$ cat config.mk
export PLATFORM = sky130hd
export DESIGN_NAME = counter6bit_ctrl_cgrundey
export DESIGN_NICKNAME = d
export VERILOG_FILES = /design/src/rtl/counter6bit_ctrl_cgrundey.sv
export SDC_FILE = /design/constraint.sdc
export NUM_CORES = 1
export LEC_CHECK = 0
export BUFFER_PORTS_ARGS = -buffer_cell sky130_fd_sc_hd__buf_2
export CORE_UTILIZATION = 30
export CTS_CLUSTER_DIAMETER = 60
export CTS_CLUSTER_SIZE = 25
export DETAILED_ROUTE_END_ITERATION = 8
export PLACE_DENSITY = 0.54
export SYNTH_ARGS = -nofsm -noshare
export SYNTH_HDL_FRONTEND = slang
export SYNTH_SLANG_ARGS = --single-unit
export TNS_END_PERCENT = 30
$ cat constraint.sdc
create_clock -name clk -period 2.69 [get_ports clk]
set_input_delay 0.538 -clock clk [delete_from_list [all_inputs] [get_ports clk]]
set_output_delay 0.538 -clock clk [all_outputs]
set_load 0.02 [all_outputs]
$ cat src/rtl/counter6bit_ctrl_cgrundey.sv
// ---------------------------------------------------------------------------
// counter6bit_ctrl_cgrundey
//
// Run controller for an external 6-bit counter (sync clear, increments while
// enabled). A run clears the counter for CLR_CYCLES cycles, then enables it
// until it reaches the latched target. Pause holds the counter. Abort cancels
// the run. DONE is reported until it is acknowledged or a new run starts.
//
// Parameters:
//   CLR_CYCLES  cycles ctr_clr is held at each run start (1..4)
//
// Ports:
//   clk         clock, all state updates on the rising edge
//   clr         synchronous active-high reset
//   start       begin a run (accepted in IDLE and DONE)
//   target[5:0] terminal count, latched when start is accepted
//   pause       holds the counter while high during a run
//   abort       cancels any run, forcing IDLE
//   ack         releases DONE
//   count[5:0]  current value of the controlled counter
//   ctr_enable  counter increment enable (RUN)
//   ctr_clr     counter clear (CLEAR)
//   busy        high in CLEAR, RUN and HOLD
//   done        completion flag (DONE)
//   done_cnt    completed runs, saturating at 255
//
// Configuration macro:
//   COUNTER6BIT_CTRL_AUTORELOAD_EN  when defined, DONE lasts one cycle and
//   the same target is re-run automatically (ack is ignored).
// ---------------------------------------------------------------------------
module counter6bit_ctrl_cgrundey #(
    parameter int CLR_CYCLES = 1
) (
    input  logic       clk,
    input  logic       clr,
    input  logic       start,
    input  logic [5:0] target,
    input  logic       pause,
    input  logic       abort,
    input  logic       ack,
    input  logic [5:0] count,
    output logic       ctr_enable,
    output logic       ctr_clr,
    output logic       busy,
    output logic       done,
    output logic [7:0] done_cnt
);

    typedef enum logic [2:0] {
        ST_IDLE  = 3'd0,
        ST_CLEAR = 3'd1,
        ST_RUN   = 3'd2,
        ST_HOLD  = 3'd3,
        ST_DONE  = 3'd4
    } state_t;

    localparam logic [1:0] CLR_LAST = 2'(CLR_CYCLES - 1);

    state_t     state_r;
    state_t     state_s;
    logic [5:0] tgt_r;
    logic [5:0] tgt_s;
    logic [1:0] clr_cnt_r;
    logic [1:0] clr_cnt_s;
    logic       done_inc_s;
    logic [5:0] tgt_m1_s;

    // Completion compare value; tgt_r is never 0 while in RUN, so no wrap.
    always_comb begin
        tgt_m1_s = tgt_r - 6'd1;
    end

    // Next-state, target latch, clear-cycle counter and DONE-entry strobe.
    always_comb begin
        state_s    = state_r;
        tgt_s      = tgt_r;
        clr_cnt_s  = clr_cnt_r;
        done_inc_s = 1'b0;
        case (state_r)
            ST_IDLE: begin
                if (start) begin
                    tgt_s     = target;
                    clr_cnt_s = 2'd0;
                    if (target == 6'd0) begin
                        state_s    = ST_DONE;
                        done_inc_s = 1'b1;
                    end else begin
                        state_s = ST_CLEAR;
                    end
                end else begin
                    state_s = ST_IDLE;
                end
            end
            ST_CLEAR: begin
                if (abort) begin
                    state_s = ST_IDLE;
                end else if (clr_cnt_r == CLR_LAST) begin
                    state_s   = ST_RUN;
                    clr_cnt_s = 2'd0;
                end else begin
                    clr_cnt_s = clr_cnt_r + 2'd1;
                end
            end
            ST_RUN: begin
                // Completion is checked before pause so it wins in the same cycle.
                if (abort) begin
                    state_s = ST_IDLE;
                end else if (count == tgt_m1_s) begin
                    state_s    = ST_DONE;
                    done_inc_s = 1'b1;
                end else if (pause) begin
                    state_s = ST_HOLD;
                end else begin
                    state_s = ST_RUN;
                end
            end
            ST_HOLD: begin
                if (abort) begin
                    state_s = ST_IDLE;
                end else if (!pause) begin
                    state_s = ST_RUN;
                end else begin
                    state_s = ST_HOLD;
                end
            end
            ST_DONE: begin
`ifdef COUNTER6BIT_CTRL_AUTORELOAD_EN
                if (abort) begin
                    state_s = ST_IDLE;
                end else if (tgt_r == 6'd0) begin
                    state_s    = ST_DONE;
                    done_inc_s = 1'b1;
                end else begin
                    state_s   = ST_CLEAR;
                    clr_cnt_s = 2'd0;
                end
`else
                if (abort) begin
                    state_s = ST_IDLE;
                end else if (start) begin
                    tgt_s     = target;
                    clr_cnt_s = 2'd0;
                    if (target == 6'd0) begin
                        state_s    = ST_DONE;
                        done_inc_s = 1'b1;
                    end else begin
                        state_s = ST_CLEAR;
                    end
                end else if (ack) begin
                    state_s = ST_IDLE;
                end else begin
                    state_s = ST_DONE;
                end
`endif
            end
            default: begin
                state_s = ST_IDLE;
            end
        endcase
    end

    // State registers; outputs are registered decodes of the next state so
    // they always match the current state.
    always_ff @(posedge clk) begin
        if (clr) begin
            state_r    <= ST_IDLE;
            tgt_r      <= 6'd0;
            clr_cnt_r  <= 2'd0;
            done_cnt   <= 8'd0;
            ctr_enable <= 1'b0;
            ctr_clr    <= 1'b0;
            busy       <= 1'b0;
            done       <= 1'b0;
        end else begin
            state_r    <= state_s;
            tgt_r      <= tgt_s;
            clr_cnt_r  <= clr_cnt_s;
            ctr_enable <= (state_s == ST_RUN);
            ctr_clr    <= (state_s == ST_CLEAR);
            busy       <= (state_s == ST_CLEAR) || (state_s == ST_RUN) || (state_s == ST_HOLD);
            done       <= (state_s == ST_DONE);
            if (done_inc_s && (done_cnt != 8'hFF)) begin
                done_cnt <= done_cnt + 8'd1;
            end else begin
                done_cnt <= done_cnt;
            end
        end
    end

endmodule

-- Word-level counts from Yosys, hierarchy flattened
Index checks and enable logic that the tools add are counted.
- output and inout bits: 12
- bits in registers: 23
- logic and storage cells: 59
- input port bits: 18
- reductions and logical operators: 10
- add/subtract/negate cells: 3
- equality and inequality tests: 12
- multiplexer cells: 26
- operators with widths (kind ; count):
    $mux 3 ; 10
    $pmux 3 s5 ; 1
    $eq 3x2->1 const B ; 4
    $mux 6 ; 2
    $pmux 6 s2 ; 1
    $add 8x1->8 const B ; 1
    $mux 2 ; 4
    $ne 8x8->1 const B ; 1
    $eq 3x1->1 const B ; 2
    $eq 3x3->1 const B ; 2
    $eq 6x6->1 ; 1
    $logic_not 6->1 ; 1
    $mux 1 ; 6
    $pmux 2 s3 ; 1
    $sub 6x1->6 const B ; 1
    $ne 2x2->1 const B ; 2
    $logic_not 3->1 ; 1
    $pmux 1 s3 ; 1
    $reduce_and 3->1 ; 1
    $reduce_bool 3->1 ; 1
    $add 2x1->2 const B ; 1
    $logic_not 2->1 ; 1
    $logic_or 1x1->1 ; 2
    $reduce_and 2->1 ; 1
    other kinds (2) ; 2

-- Logic depth before layout (Yosys ltp)
- depth in word-level cells: 8
- mapped depth: 9
- gate-level depth less buffers: 8

-- Worst setup path after synthesis
Ideal clock, no wire load.
- kind: register -> register
- start point: register tgt_r[0]
- end point: register done_cnt[5]
- arrival: 2.190 ns
- required time: 2.569 ns
- setup slack: 0.379 ns
- setup time: 0.121 ns
- path buffers: 0
- cell stages (with the launch flop): 9
- clock period less this slack: 2.311 ns
- cells stage by stage: dfxtp_1 inv_1 ha_1 and2_4 o21a_1 o31a_1 o31a_1 nor4_1 mux2_2
- word-level cells in the longest chain between the ends: 6
- ends and longest elaborated chain (item ; line ; text):
    start, declared ; 61 ; logic [5:0] tgt_r;
    start signal, assigned ; 176 ; tgt_r <= tgt_s;
    $sub 6x1->6 ; 70 ; tgt_m1_s = tgt_r - 6'd1;
    $eq 6x6->1 ; 108 ; end else if (count == tgt_m1_s) begin
    $mux 1 ; 108 ;
    $mux 1 ; 106 ; if (abort) begin
    $pmux 1 s3 ; 79 ; case (state_r)
    $logic_and 1x1->1 ; 182 ; if (done_inc_s && (done_cnt != 8'hFF)) begin
    end signal, assigned ; 183 ; done_cnt <= done_cnt + 8'd1;
    end signal, assigned ; 185 ; done_cnt <= done_cnt;
    end, declared ; 46 ; output logic [7:0] done_cnt
Every way passes these cells.
A chain may end at the register's enable or synchronous reset.

-- Worst setup path after layout
Ends and elaborated chain as after synthesis.

==> results.md <==
* Final Max Tran Viols at 0
* Final period utilization at 94.00%
* Final Util at 38.54%
* GR Layer Usage met3 at 3.793%
* CTS tree: done
* Clk buf depth at 2
* Die footprint at 4386 um^2
* Worst Tran Pin Value at 0.5348 ns
* Crit path required time at 2.85 ns
* Reg clk slew, reported paths at 0.08 ns
* CTS root buffer: clkbuf_8
* Kind of critical path: reg2reg
* Die W at 66.23 um
* Crit Path Max Fanout at 15
* Max Fclk at 395.5 MHz
* RSZ-0062 raised after global routing: no
* Hold Path Class: reg2reg
* TritonRoute pass-1 iters at 4
* Synthesized area at 1237 um^2
* Mapped Cells at 150
* Max cap viols at 0
* Drt drc at 0
* Die H at 66.23 um
* Power Density at 468.7 nW/um^2
* Ant diodes at 0
* R2R setup slack at 0.16 ns
* Inserted Clock Buffers at 3
* Cell taking the most area after synthesis: dfxtp_1
* Worst clock skew at 0.002388 ns
* Avg WL per Cell at 12.21 um
* Final hold viol count at 0
* Synth async-reset ratio at 0%
* GRT Max-Usage Layer: met2
* Post-Layout Cell Count at 227
* Sequential share of the synthesized area at 37.21%
* Post-synth EDFFs at 0
* RePlAce Congestion at 0.7565
* Final setup violation count at 0
* CP Launch Type: flop
* Worst-Skew Late Latency at 0.26 ns
* # fillers at 411
* Drt first-iter violations at 48
* Peak VDD IR at 0.0002745 V
* Vias in the first global route at 1114
* Largest net degree at the start of global routing at 22
* Lkg Pwr at 0.5689 nW
* Row cnt at 22
* Post-CTS Setup Bufs at 0
* Total Neg Setup Slack at 0 ns
* Share of the synthesized area in the top cell type at 37.21%
* Fin crit period at 2.528 ns
* Crit path DAT at 2.68 ns
* Core ar. at 3799 um^2
* Slew Limit Headroom at 63.88%
* Status: complete, no violations
* Ys Warns at 0
* Post-DP HPWL at 2.096 mm
* Total wire length at 2.772 mm
* Commonest register cell after synthesis: dfxtp_1
* Syn_nets at 172
* Layout Nets at 202
* Crit path capture type: flop
* First-pass GRT wire length at 4.685 mm
* DR vias/cell at 5.018
* Hold_buf cts at 0
* Total track usage at 13.96%
* Number of top-level pins at 30
* Synth Register Bits at 23
* Placed cell count at 223
* H-tree depth at 1
* CTS resizes at 0
* Overflow after GRT at 0
* IO buf count at 29
* Final ANT Viol Nets at 0
* Initial Util at 32.58%
* GR Layer Usage met1 at 16.94%
* Largest cells by area after synthesis: dfxtp_1 (37%), a21oi_1 (7.3%), nand3_1 (4.4%)
* Total number of vias at 1139
* Cell variety after synth at 40
* Initial antenna violation count at 0
* Clk sink count at 23
* Met2 capacity usage during global routing at 24.23%
* Share of layout cells above drive strength 1 at 22.91%
* Avg Inst Size Synth at 8.250 um^2
* Area grow syn2layout at 18.30%
## flip-flops by register name, indices dropped and copies added (netlist names)
signal,count
done_cnt,8
tgt_r,6
state_r,3
clr_cnt_r,2
busy,1
ctr_clr,1
ctr_enable,1
done,1
## report_power, final
group          switching [mW]  internal (mW)
sequential             0.0112          0.350
combinational          0.0625         0.0480
clock                   0.108          0.106
total                   0.182          0.504
## critical path, stage by stage, from the launching register on
cell	delay (ns)
dfxtp_1	0.42
inv_1	0.07
ha_1	0.21
and2_4	0.15
o21a_1	0.17
o31a_1	0.27
o31a_2	0.46
nor4_1	0.31
mux2_2	0.36
## stage by stage
step	total power [mW]	hold WS [ns]	setup WS [ns]	area [um^2]
CTS	0.6991	0.4856	0.1316	1463
floorplan	0.4444	0.4481	0.3794	1237
global route	0.7253	0.4993	0.008128	1464
global placement	0.4786	0.4645	0.1926	1418
finish	0.6861	0.4769	0.1615	1464
detailed placement	0.4809	0.4730	0.1341	1418
## worst paths after layout
path                                            start                        to  cells after the start
worst max-delay path            tgt_r[0]$_SDFFE_PP0P_  done_cnt[5]$_SDFFE_PP0P_                      8
worst min register to register  tgt_r[5]$_SDFFE_PP0P_     tgt_r[5]$_SDFFE_PP0P_                      2
worst max register to register  tgt_r[0]$_SDFFE_PP0P_  done_cnt[5]$_SDFFE_PP0P_                      8
worst min-delay path            tgt_r[5]$_SDFFE_PP0P_     tgt_r[5]$_SDFFE_PP0P_                      2
## cells by family (layout without fill, tap and decap cells)
group	Yosys count	in the layout	share of synthesized area [%]
flip-flops	23	23	37.21
AO/OA/AOI/OAI	38	38	19.01
multiplexers	1	1	0.9099
adder cells (fa/ha/maj)	4	4	4.045
buffers and inverters	10	39	4.146
XOR/XNOR	7	7	4.955
AND/OR/NAND/NOR	67	67	29.73
## final cells by class
class | instances | area (um^2) | share of cell area, %
Inverter | 5 | 18.77 | 1.282
Multi-Input combinational cell | 117 | 726.9 | 49.66
Sequential cell | 23 | 460.4 | 31.45
Tap cell | 48 | 60.06 | 4.103
Timing Repair Buffer | 30 | 152.6 | 10.43
Clock buffer | 4 | 45.04 | 3.077
## layer usage
layer | vias to the layer above | share of wire (%)
li1 | 597 | -
met1 | 514 | 49
met2 | 26 | 46
met3 | 2 | 4.6
met4 | 0 | 0.79
met5 | - | 0
## synth_stat cells (3+ instances only)
| cell type | instances |
|---|---|
| a21oi_1 | 18 |
| dfxtp_1 | 23 |
| ha_1 | 4 |
| inv_1 | 5 |
| nand2_1 | 14 |
| nand3_1 | 11 |
| nor2_1 | 14 |
| nor2b_1 | 3 |
| nor3_1 | 5 |
| o21ai_0 | 6 |
| or3_1 | 4 |
| xnor2_1 | 3 |
| xor2_1 | 4 |
## cells in the final DEF (no fill, tap or decap), types with 2 or more instances in the layout
cell type / instances
buf_2: 29
dfxtp_1: 23
a21oi_1: 18
nor2_1: 14
nand2_1: 14
nand3_1: 11
o21ai_0: 6
inv_1: 5
nor3_1: 5
xor2_1: 4
or3_1: 4
ha_1: 4
xnor2_1: 3
nor2b_1: 3
clkbuf_8: 3
a211oi_1: 2
o21a_1: 2
nor3_2: 2
or4_1: 2
o41ai_1: 2
a2bb2oi_1: 2
nand4_1: 2
Note: power is estimated with default switching activity, not from simulation.
